[config.mk]
export PLATFORM = sky130hd
export DESIGN_NAME = mem_stage_lsu_flat
export DESIGN_NICKNAME = d
export VERILOG_FILES = /design/src/rtl/mem_stage_lsu_if.sv /design/src/rtl/mem_stage_lsu.sv /design/src/flat_wrapper.sv
export SDC_FILE = /design/constraint.sdc
export NUM_CORES = 1
export LEC_CHECK = 0
export BUFFER_PORTS_ARGS = -buffer_cell sky130_fd_sc_hd__buf_2
export CAP_MARGIN = 20
export CORE_MARGIN = 2
export CORE_UTILIZATION = 43
export DETAILED_ROUTE_END_ITERATION = 10
export PLACE_DENSITY = 0.82
export SLEW_MARGIN = 10
export SYNTH_ARGS = -nofsm -noshare
export SYNTH_HDL_FRONTEND = slang
export SYNTH_SLANG_ARGS = --single-unit
[constraint.sdc]
create_clock -name clk -period 4.45 [get_ports clk]
set_input_delay 0.89 -clock clk [delete_from_list [all_inputs] [get_ports clk]]
set_output_delay 0.89 -clock clk [all_outputs]
set_load 0.005 [all_outputs]
[src/rtl/mem_stage_lsu_if.sv]
// MEM-stage signal bundle: pipeline control, EX->MEM bus, SRAM return data,
// and the forwarding/writeback buses produced by the load/store unit.
interface mem_stage_lsu_if #(
  parameter int XLEN    = 32,
  parameter int PC_W    = 32,
  parameter int RF_AW   = 5,
  parameter int STALL_W = 6
);
  logic                        flush;
  logic [STALL_W-1:0]          stall;
  logic [PC_W+RF_AW+XLEN+9:0]  ex_to_mem_bus;
  logic                        data_rvalid;
  logic [XLEN-1:0]             data_sram_rdata;
  logic                        stallreq_mem;
  logic [RF_AW+XLEN+1:0]       mem_to_id_bus;
  logic [PC_W+RF_AW+XLEN:0]    mem_to_wb_bus;
  logic                        align_err;
  logic                        bus_err;

  modport master (
    output flush, stall, ex_to_mem_bus, data_rvalid, data_sram_rdata,
    input  stallreq_mem, mem_to_id_bus, mem_to_wb_bus, align_err, bus_err
  );

  modport slave (
    input  flush, stall, ex_to_mem_bus, data_rvalid, data_sram_rdata,
    output stallreq_mem, mem_to_id_bus, mem_to_wb_bus, align_err, bus_err
  );
endinterface

[src/rtl/mem_stage_lsu.sv]
// MEM pipeline stage: EX->MEM register plus a load unit for variable-latency
// data SRAM, with load-result forwarding to ID and a watchdog on missing rdata.
module mem_stage_lsu #(
  parameter int XLEN    = 32,
  parameter int PC_W    = 32,
  parameter int RF_AW   = 5,
  parameter int STALL_W = 6,
  parameter int MEM_IDX = 3,
  parameter int TIMEOUT = 255
) (
  input logic            clk,
  input logic            rst,
  mem_stage_lsu_if.slave bus
);
  localparam int EX_W   = PC_W + RF_AW + XLEN + 10;
  localparam int CNT_W  = (TIMEOUT > 0) ? $clog2(TIMEOUT + 1) : 1;
  localparam int SEL_B  = XLEN + RF_AW + 1;
  localparam int WEN_LO = XLEN + RF_AW + 5;
  localparam int EN_B   = XLEN + RF_AW + 9;

  typedef enum logic [1:0] {
    IDLE = 2'd0,
    WAIT = 2'd1,
    DONE = 2'd2
  } state_e;

  state_e          state_r, state_nxt_s;
  logic [EX_W-1:0] ex_r;
  logic [CNT_W-1:0] cnt_r, cnt_nxt_s;
  logic [XLEN-1:0] buf_r, buf_nxt_s;
  logic            bus_err_r, err_set_s;

  logic [PC_W-1:0]  pc_s;
  logic             ram_en_s, sel_rf_res_s, rf_we_s;
  logic [3:0]       ram_wen_s;
  logic [2:0]       load_op_s;
  logic [RF_AW-1:0] rf_waddr_s;
  logic [XLEN-1:0]  ex_result_s, ext_s, rf_wdata_s;
  logic [1:0]       off_s;
  logic             load_s, pending_s, half_s, word_s, wd_hit_s;
  logic             stall_mem_s, bubble_s, upd_s, in_load_s, load_in_s;
  logic             unused_stall_s;

  // Byte/half lane select with sign or zero extension; low offset bits that
  // would make the access misaligned are simply ignored.
  function automatic logic [XLEN-1:0] load_extract(
    input logic [XLEN-1:0] word,
    input logic [2:0]      op,
    input logic [1:0]      off
  );
    logic [7:0]      b;
    logic [15:0]     h;
    logic [XLEN-1:0] res;
    case (off)
      2'd0:    b = word[7:0];
      2'd1:    b = word[15:8];
      2'd2:    b = word[23:16];
      2'd3:    b = word[31:24];
      default: b = word[7:0];
    endcase
    h = off[1] ? word[31:16] : word[15:0];
    case (op)
      3'd0:    res = {{(XLEN-8){b[7]}}, b};
      3'd1:    res = {{(XLEN-8){1'b0}}, b};
      3'd2:    res = {{(XLEN-16){h[15]}}, h};
      3'd3:    res = {{(XLEN-16){1'b0}}, h};
      default: res = word;
    endcase
    return res;
  endfunction

  assign {pc_s, ram_en_s, ram_wen_s, load_op_s, sel_rf_res_s, rf_we_s,
          rf_waddr_s, ex_result_s} = ex_r;

  assign off_s          = ex_result_s[1:0];
  assign load_s         = ram_en_s && (ram_wen_s == 4'b0000) && sel_rf_res_s;
  assign stall_mem_s    = bus.stall[MEM_IDX];
  assign bubble_s       = stall_mem_s && !bus.stall[MEM_IDX+1];
  assign upd_s          = bus.flush || bubble_s || !stall_mem_s;
  assign in_load_s      = bus.ex_to_mem_bus[EN_B] && bus.ex_to_mem_bus[SEL_B]
                          && (bus.ex_to_mem_bus[WEN_LO +: 4] == 4'b0000);
  assign load_in_s      = !bus.flush && !stall_mem_s && in_load_s;
  assign unused_stall_s = ^bus.stall;
  assign wd_hit_s       = (TIMEOUT != 0) && (cnt_r == CNT_W'(TIMEOUT - 1));
  assign ext_s          = load_extract(bus.data_sram_rdata, load_op_s, off_s);

  // Access-size decode: loads size by load_op, stores by the byte-enable count.
  always_comb begin
    half_s = 1'b0;
    word_s = 1'b0;
    if (ram_wen_s == 4'b0000) begin
      half_s = (load_op_s == 3'd2) || (load_op_s == 3'd3);
      word_s = (load_op_s >= 3'd4);
    end else begin
      half_s = ($countones(ram_wen_s) == 32'd2);
      word_s = (ram_wen_s == 4'b1111);
    end
  end

  // EX->MEM pipeline register: flush and bubble both squash to all-zero.
  always_ff @(posedge clk) begin
    if (rst) begin
      ex_r <= '0;
    end else if (bus.flush) begin
      ex_r <= '0;
    end else if (bubble_s) begin
      ex_r <= '0;
    end else if (!stall_mem_s) begin
      ex_r <= bus.ex_to_mem_bus;
    end else begin
      ex_r <= ex_r;
    end
  end

  // Load FSM state, watchdog counter, result buffer and sticky bus error.
  always_ff @(posedge clk) begin
    if (rst) begin
      state_r   <= IDLE;
      cnt_r     <= '0;
      buf_r     <= '0;
      bus_err_r <= 1'b0;
    end else begin
      state_r   <= state_nxt_s;
      cnt_r     <= cnt_nxt_s;
      buf_r     <= buf_nxt_s;
      bus_err_r <= bus_err_r | err_set_s;
    end
  end

  // Next-state logic; the counter is zero everywhere except while still waiting.
  always_comb begin
    state_nxt_s = state_r;
    cnt_nxt_s   = '0;
    buf_nxt_s   = buf_r;
    err_set_s   = 1'b0;
    case (state_r)
      IDLE: begin
        if (load_in_s) begin
          state_nxt_s = WAIT;
        end else begin
          state_nxt_s = IDLE;
        end
      end
      WAIT: begin
        if (bus.flush) begin
          state_nxt_s = IDLE;
        end else if (bus.data_rvalid) begin
          if (stall_mem_s) begin
            state_nxt_s = DONE;
            buf_nxt_s   = ext_s;
          end else if (load_in_s) begin
            state_nxt_s = WAIT;
          end else begin
            state_nxt_s = IDLE;
          end
        end else if (wd_hit_s) begin
          state_nxt_s = DONE;
          buf_nxt_s   = '0;
          err_set_s   = 1'b1;
        end else begin
          state_nxt_s = WAIT;
          cnt_nxt_s   = cnt_r + CNT_W'(1);
        end
      end
      DONE: begin
        if (upd_s) begin
          state_nxt_s = load_in_s ? WAIT : IDLE;
        end else begin
          state_nxt_s = DONE;
        end
      end
      default: begin
        state_nxt_s = IDLE;
      end
    endcase
  end

  assign pending_s  = load_s && (state_r == WAIT) && !bus.data_rvalid;
  assign rf_wdata_s = !load_s ? ex_result_s :
                      ((state_r == WAIT) && bus.data_rvalid) ? ext_s : buf_r;

  assign bus.stallreq_mem  = pending_s;
  assign bus.mem_to_id_bus = {pending_s, rf_we_s, rf_waddr_s, rf_wdata_s};
  assign bus.mem_to_wb_bus = {pc_s, rf_we_s && !pending_s, rf_waddr_s, rf_wdata_s};
  assign bus.align_err     = ram_en_s && ((half_s && off_s[0]) ||
                                          (word_s && (off_s != 2'b00)));
  assign bus.bus_err       = bus_err_r;
endmodule

[src/flat_wrapper.sv]
// flat-port wrapper written by rule: the top's interface ports become plain ports
module mem_stage_lsu_flat 
#(
  parameter int XLEN    = 32,
  parameter int PC_W    = 32,
  parameter int RF_AW   = 5,
  parameter int STALL_W = 6,
  parameter int MEM_IDX = 3,
  parameter int TIMEOUT = 255
)
  (clk, rst, bus_flush, bus_stall, bus_ex_to_mem_bus, bus_data_rvalid, bus_data_sram_rdata, bus_stallreq_mem, bus_mem_to_id_bus, bus_mem_to_wb_bus, bus_align_err, bus_bus_err);
  mem_stage_lsu_if #(.XLEN(XLEN), .PC_W(PC_W), .RF_AW(RF_AW), .STALL_W(STALL_W)) bus_i ();
  input logic clk;
  input logic rst;
  input wire logic [$bits(bus_i.flush)-1:0] bus_flush;
  input wire logic [$bits(bus_i.stall)-1:0] bus_stall;
  input wire logic [$bits(bus_i.ex_to_mem_bus)-1:0] bus_ex_to_mem_bus;
  input wire logic [$bits(bus_i.data_rvalid)-1:0] bus_data_rvalid;
  input wire logic [$bits(bus_i.data_sram_rdata)-1:0] bus_data_sram_rdata;
  output wire logic [$bits(bus_i.stallreq_mem)-1:0] bus_stallreq_mem;
  output wire logic [$bits(bus_i.mem_to_id_bus)-1:0] bus_mem_to_id_bus;
  output wire logic [$bits(bus_i.mem_to_wb_bus)-1:0] bus_mem_to_wb_bus;
  output wire logic [$bits(bus_i.align_err)-1:0] bus_align_err;
  output wire logic [$bits(bus_i.bus_err)-1:0] bus_bus_err;
  assign bus_i.flush = bus_flush;
  assign bus_i.stall = bus_stall;
  assign bus_i.ex_to_mem_bus = bus_ex_to_mem_bus;
  assign bus_i.data_rvalid = bus_data_rvalid;
  assign bus_i.data_sram_rdata = bus_data_sram_rdata;
  assign bus_stallreq_mem = bus_i.stallreq_mem;
  assign bus_mem_to_id_bus = bus_i.mem_to_id_bus;
  assign bus_mem_to_wb_bus = bus_i.mem_to_wb_bus;
  assign bus_align_err = bus_i.align_err;
  assign bus_bus_err = bus_i.bus_err;
  mem_stage_lsu #(.XLEN(XLEN), .PC_W(PC_W), .RF_AW(RF_AW), .STALL_W(STALL_W), .MEM_IDX(MEM_IDX), .TIMEOUT(TIMEOUT)) u_core (.clk(clk), .rst(rst), .bus(bus_i));
endmodule
Yosys cells after proc, flatten, opt, wreduce, memory -nomap -nowiden
Index checks and enable logic that the tools add are counted.
{ "word_totals": {"elab_cells": 79, "in_bits": 121, "register_bits": 122} }
{ "classes": {"bitwise": 3, "n_reduce_logical": 33, "mux": 21, "add_sub_neg": 4, "eq_ne": 12, "n_lt_le_gt_ge": 1} }
{ "ops": {"columns": ["cell", "n"], "rows": [
  ["two-way mux 32 bit", 5],
  ["one-hot mux 32 bit (4 select lines)", 1],
  ["adder 32 bit", 1],
  ["== test 32 x 2 -> 1 bit, second input constant", 1],
  ["one-hot mux 8 bit (4 select lines)", 1],
  ["two-way mux 16 bit", 1],
  ["logical AND 1 bit", 14],
  ["two-way mux 2 bit", 5],
  ["adder 8 x 1 -> 8 bit, second input constant", 1],
  ["== test 8 bit, second input constant", 1],
  ["zero test 4 bit", 2],
  ["two-way mux 1 bit", 7],
  ["== test 2 bit, second input constant", 3],
  ["== test 3 x 2 -> 1 bit, second input constant", 2],
  ["one-hot mux 2 bit (3 select lines)", 1],
  ["zero test 1 bit", 5],
  ["OR reduction 5 bit", 1],
  ["adder 1 x 1 -> 2 bit", 2],
  ["== test 2 x 1 -> 1 bit, second input constant", 2],
  ["== test 4 bit, second input constant", 1],
  ["zero test 2 bit", 2],
  ["logical OR 1 bit", 4],
  ["AND reduction 4 bit", 1],
  ["nonzero test 2 bit", 2],
  ["7 further kinds", 8]
]} }

Logic depth before layout (Yosys ltp)
{ "depth": {"depth_word": 8, "depth_mapped": 8, "mapped_depth_nobuf": 8} }

Least setup slack after synthesis
No wires, ideal clock.
{ "synth_timing": {"kind": "input -> output", "start": "in bus_data_sram_rdata[15]", "end": "out bus_mem_to_wb_bus[11]", "cell_stages": 6, "arrival_ps": 2164, "slack_ps": 1396, "path_buffers": 2, "cell_sequence": "mux2i_2 > o32a_4 > buf_6 > and3_1 > o41ai_2 > buf_4"} }
{ "synth_between": {"elab_chain_cells": 4} }
{ "synth_rtl": {"columns": ["item", "line_no", "rtl"], "rows": [
  ["start, declared", "flat_wrapper.sv:19", "input wire logic [$bits(bus_i.data_sram_rdata)-1:0] bus_data_sram_rdata;"],
  ["one-hot mux 8 bit (4 select lines)", "mem_stage_lsu.sv:54", "case (off)"],
  ["one-hot mux 32 bit (4 select lines)", "mem_stage_lsu.sv:62", "case (op)"],
  ["two-way mux 32 bit", "mem_stage_lsu.sv:180", "((state_r == WAIT) && bus.data_rvalid) ? ext_s : buf_r;"],
  ["two-way mux 32 bit", "mem_stage_lsu.sv:179", "assign rf_wdata_s = !load_s ? ex_result_s :"],
  ["end, declared", "flat_wrapper.sv:22", "output wire logic [$bits(bus_i.mem_to_wb_bus)-1:0] bus_mem_to_wb_bus;"]
]} }
Every way passes these cells.

Worst setup path in the final report
{ "layout_timing": {"start": "reg u_core.ex_r[45]", "end": "out bus_mem_to_id_bus[23]"} }
{ "layout_between": {"elab_chain_cells": 4} }
{ "layout_rtl": {"columns": ["item", "line_no", "rtl"], "rows": [
  ["start, declared", "mem_stage_lsu.sv:28", "logic [EX_W-1:0] ex_r;"],
  ["start signal, assigned", "mem_stage_lsu.sv:109", "ex_r <= bus.ex_to_mem_bus;"],
  ["start signal, assigned", "mem_stage_lsu.sv:111", "ex_r <= ex_r;"],
  ["zero test 4 bit", "mem_stage_lsu.sv:76", "assign load_s = ram_en_s && (ram_wen_s == 4'b0000) && sel_rf_res_s;"],
  ["logical AND 1 bit (2 in a row)", "mem_stage_lsu.sv:76", null],
  ["two-way mux 32 bit", "mem_stage_lsu.sv:179", null],
  ["end, declared", "flat_wrapper.sv:21", "output wire logic [$bits(bus_i.mem_to_id_bus)-1:0] bus_mem_to_id_bus;"]
]} }
Every way passes these cells.

==> results_dict.tcl <==
set metrics [dict create \
    initialDrtViolationCount 388 \
    drc 0 \
    ys_ff_latch 122 \
    dp_hpwl_mm 12.8 \
    dp_cells 1010 \
    cts_buffer_depth 2 \
    viasPerCell 5.47 \
    cts_root_buffer "clkbuf_16" \
    hold_viol_final 0 \
    setup_violations 0 \
    ys_top_cells_by_area "dfxtp_1, mux2i_1, buf_4" \
    critical_path_class "reg -> out" \
    io_buffers 228 \
    preCtsSetupSlack_ns 1.13 \
    critPathRequiredTime_ns 3.56 \
    pin_count 233 \
    avgSynthCellArea_um2 8.92 \
    fin_crit_ns 3.71 \
    vdd_ir_drop_max_v 0.000262 \
    relSlewSlack 0.414 \
    timing.setup.tns_ns 0 \
    netlist.area_leader.share 0.387 \
    antenna_found_initial 5 \
    row_count 44 \
    fp.dieH_um 125 \
    startpoint_type "flop" \
    ys.warnings.count 0 \
    rsz0062_at_grt "false" \
    synth_area_mm2 0.00631 \
    htree_levels 4 \
    clk_latency_ns 0.41 \
    post-route-util 0.531 \
    place_congestion 0.900 \
    ant_nets 0 \
    fillers 1321 \
    fin_nets 975 \
    drt-total-wl_mm 17.9 \
    async_reset_ff_frac 0 \
    cts_buffers 17 \
    cts-hold-fix-buffers 0 \
    drt-wirelength-per-cell_um 17.2 \
    grtUsageTotal 0.224 \
    final_common_cell "buf_2" \
    hold_class "reg -> reg" \
    cp_max_fo 17 \
    path_clk_slew_ns 0.06 \
    dieArea_mm2 0.0157 \
    setup_ws_ns 0.740 \
    syn_inst 708 \
    finalClockSkew_ns 0.00857 \
    power_leakage_nw 3.67 \
    grt_pass1_wl_mm 28.1 \
    stdcell_count 1044 \
    ctsResizeCount 0 \
    post-route-period-util 0.834 \
    cts_sinks 122 \
    cts_tree "yes" \
    syn2layout_area_growth_pct 21.3 \
    ys.flop_type "dfxtp_1" \
    final-max-slew-violation-count 0 \
    cts_setup_buffers 0 \
    yosysSeqAreaShare 0.387 \
    cellPowerDensity_mw_per_mm2 371 \
    max_clock_freq_ghz 0.270 \
    via_count 5714 \
    endpoint_kind "output port" \
    grt_pass1_vias 5439 \
    synth_enable_flop_cells 0 \
    status "finished clean" \
    core_area_mm2 0.0144 \
    crit_arrival_ns 2.82 \
    grt_max_degree 80 \
    drt_first_pass_iters 5 \
    yosysTopAreaCell "dfxtp_1" \
    drive_gt1_frac 0.333 \
    drv_cap 0 \
    fp.dieW_um 125 \
    overflow 0 \
    syn-num-nets 838 \
    layout_common_cells "buf_2, nor2_1, dfxtp_1" \
    initial_core_util 0.438 \
    tightest_slew_ns 0.880 \
    ys_types 55 \
]
==> synthesized netlist by cell type, drive strengths merged (7+ instances only) <==
cell       n
nor2     130
dfxtp    122
buf       92
mux2i     84
nand2     36
clkbuf    29
o21ai     26
a22oi     19
o2bb2ai   19
and3      14
nand2b    13
a21oi     10
a31oi     10
inv        9
a32o       8
ha         8
o221ai     7
==> cell type report <==
cell class              count  area, um2  share of cell area
clock buffers              25        515              0.0673
clock inverters             7        110              0.0144
flip-flops and latches    122       2440               0.319
repair buffers            239       1230               0.160
multi-input cells         456       3090               0.404
inverters                   9       33.8             0.00441
diodes                      2       5.00            0.000654
well taps                 184        230              0.0301
==> sequential cells by signal (all words and copies together), names as in the netlist <==
signal	count
u_core.state_r	2
u_core.bus.bus_err	1
u_core.buf_r	32
u_core.ex_r	79
u_core.cnt_r	8
==> power breakdown <==
| part | switching [mW] | internal [mW] | leakage, nW | total (mW) |
|---|---|---|---|---|
| Sequential | 0.0146 | 1.11 | 0.988 | 1.13 |
| Combinational | 0.138 | 0.119 | 2.36 | 0.257 |
| Clock | 0.485 | 0.967 | 0.313 | 1.45 |
| Total | 0.638 | 2.20 | 3.67 | 2.84 |
==> worst max-delay path, cell delays in order (launching register included) <==
cell	delay [ns]
dfxtp_1	0.33
inv_1	0.06
ha_1	0.22
nand4_2	0.47
nor2_2	0.31
nand2_1	0.39
o21ai_0	0.42
buf_2	0.18
==> stage by stage <==
step / area [um2] / hold slack (ns) / power (mW)
finish: 7650 / 0.459 / 2.84
global route: 7650 / 0.473 / 2.94
CTS: 7650 / 0.465 / 2.86
detailed placement: 7020 / 0.447 / 1.41
global placement: 7020 / 0.446 / 1.40
floorplan: 6310 / 0.433 / 1.31
==> per-layer routing <==
metal / part of all wire / track usage / wire length, um / vias to the layer above
li1: - / - / - / 2718
met1: 0.41 / 0.274 / 7400 / 2683
met2: 0.49 / 0.377 / 8740 / 278
met3: 0.082 / 0.0736 / 1470 / 31
met4: 0.017 / 0.0647 / 297 / 4
met5: 0.0011 / 0 / 20 / -
==> final timing paths <==
path                                         start                     to  slack (ns)  depth (start not counted)
worst max-delay path               u_core.ex_r[45]  bus_mem_to_id_bus[23]        0.74                          7
worst min-delay path            u_core.bus.bus_err     u_core.bus.bus_err        0.46                          2
worst max register to register      u_core.ex_r[1]       u_core.buf_r[18]        2.29                          4
worst min register to register  u_core.bus.bus_err     u_core.bus.bus_err        0.46                          2
==> cell families (layout without fill, tap and decap cells) <==
family	count (synthesis)	after routing	synth area share
AO/OA/AOI/OAI	139	139	0.170
buffers and inverters	130	280	0.126
other	0	2	0
XOR/XNOR	6	6	0.00833
flip-flops	122	122	0.387
multiplexers	84	84	0.134
AND/OR/NAND/NOR	218	218	0.156
adder cells (fa/ha/maj)	9	9	0.0190
No activity file was read; power rests on OpenSTA's default activity.
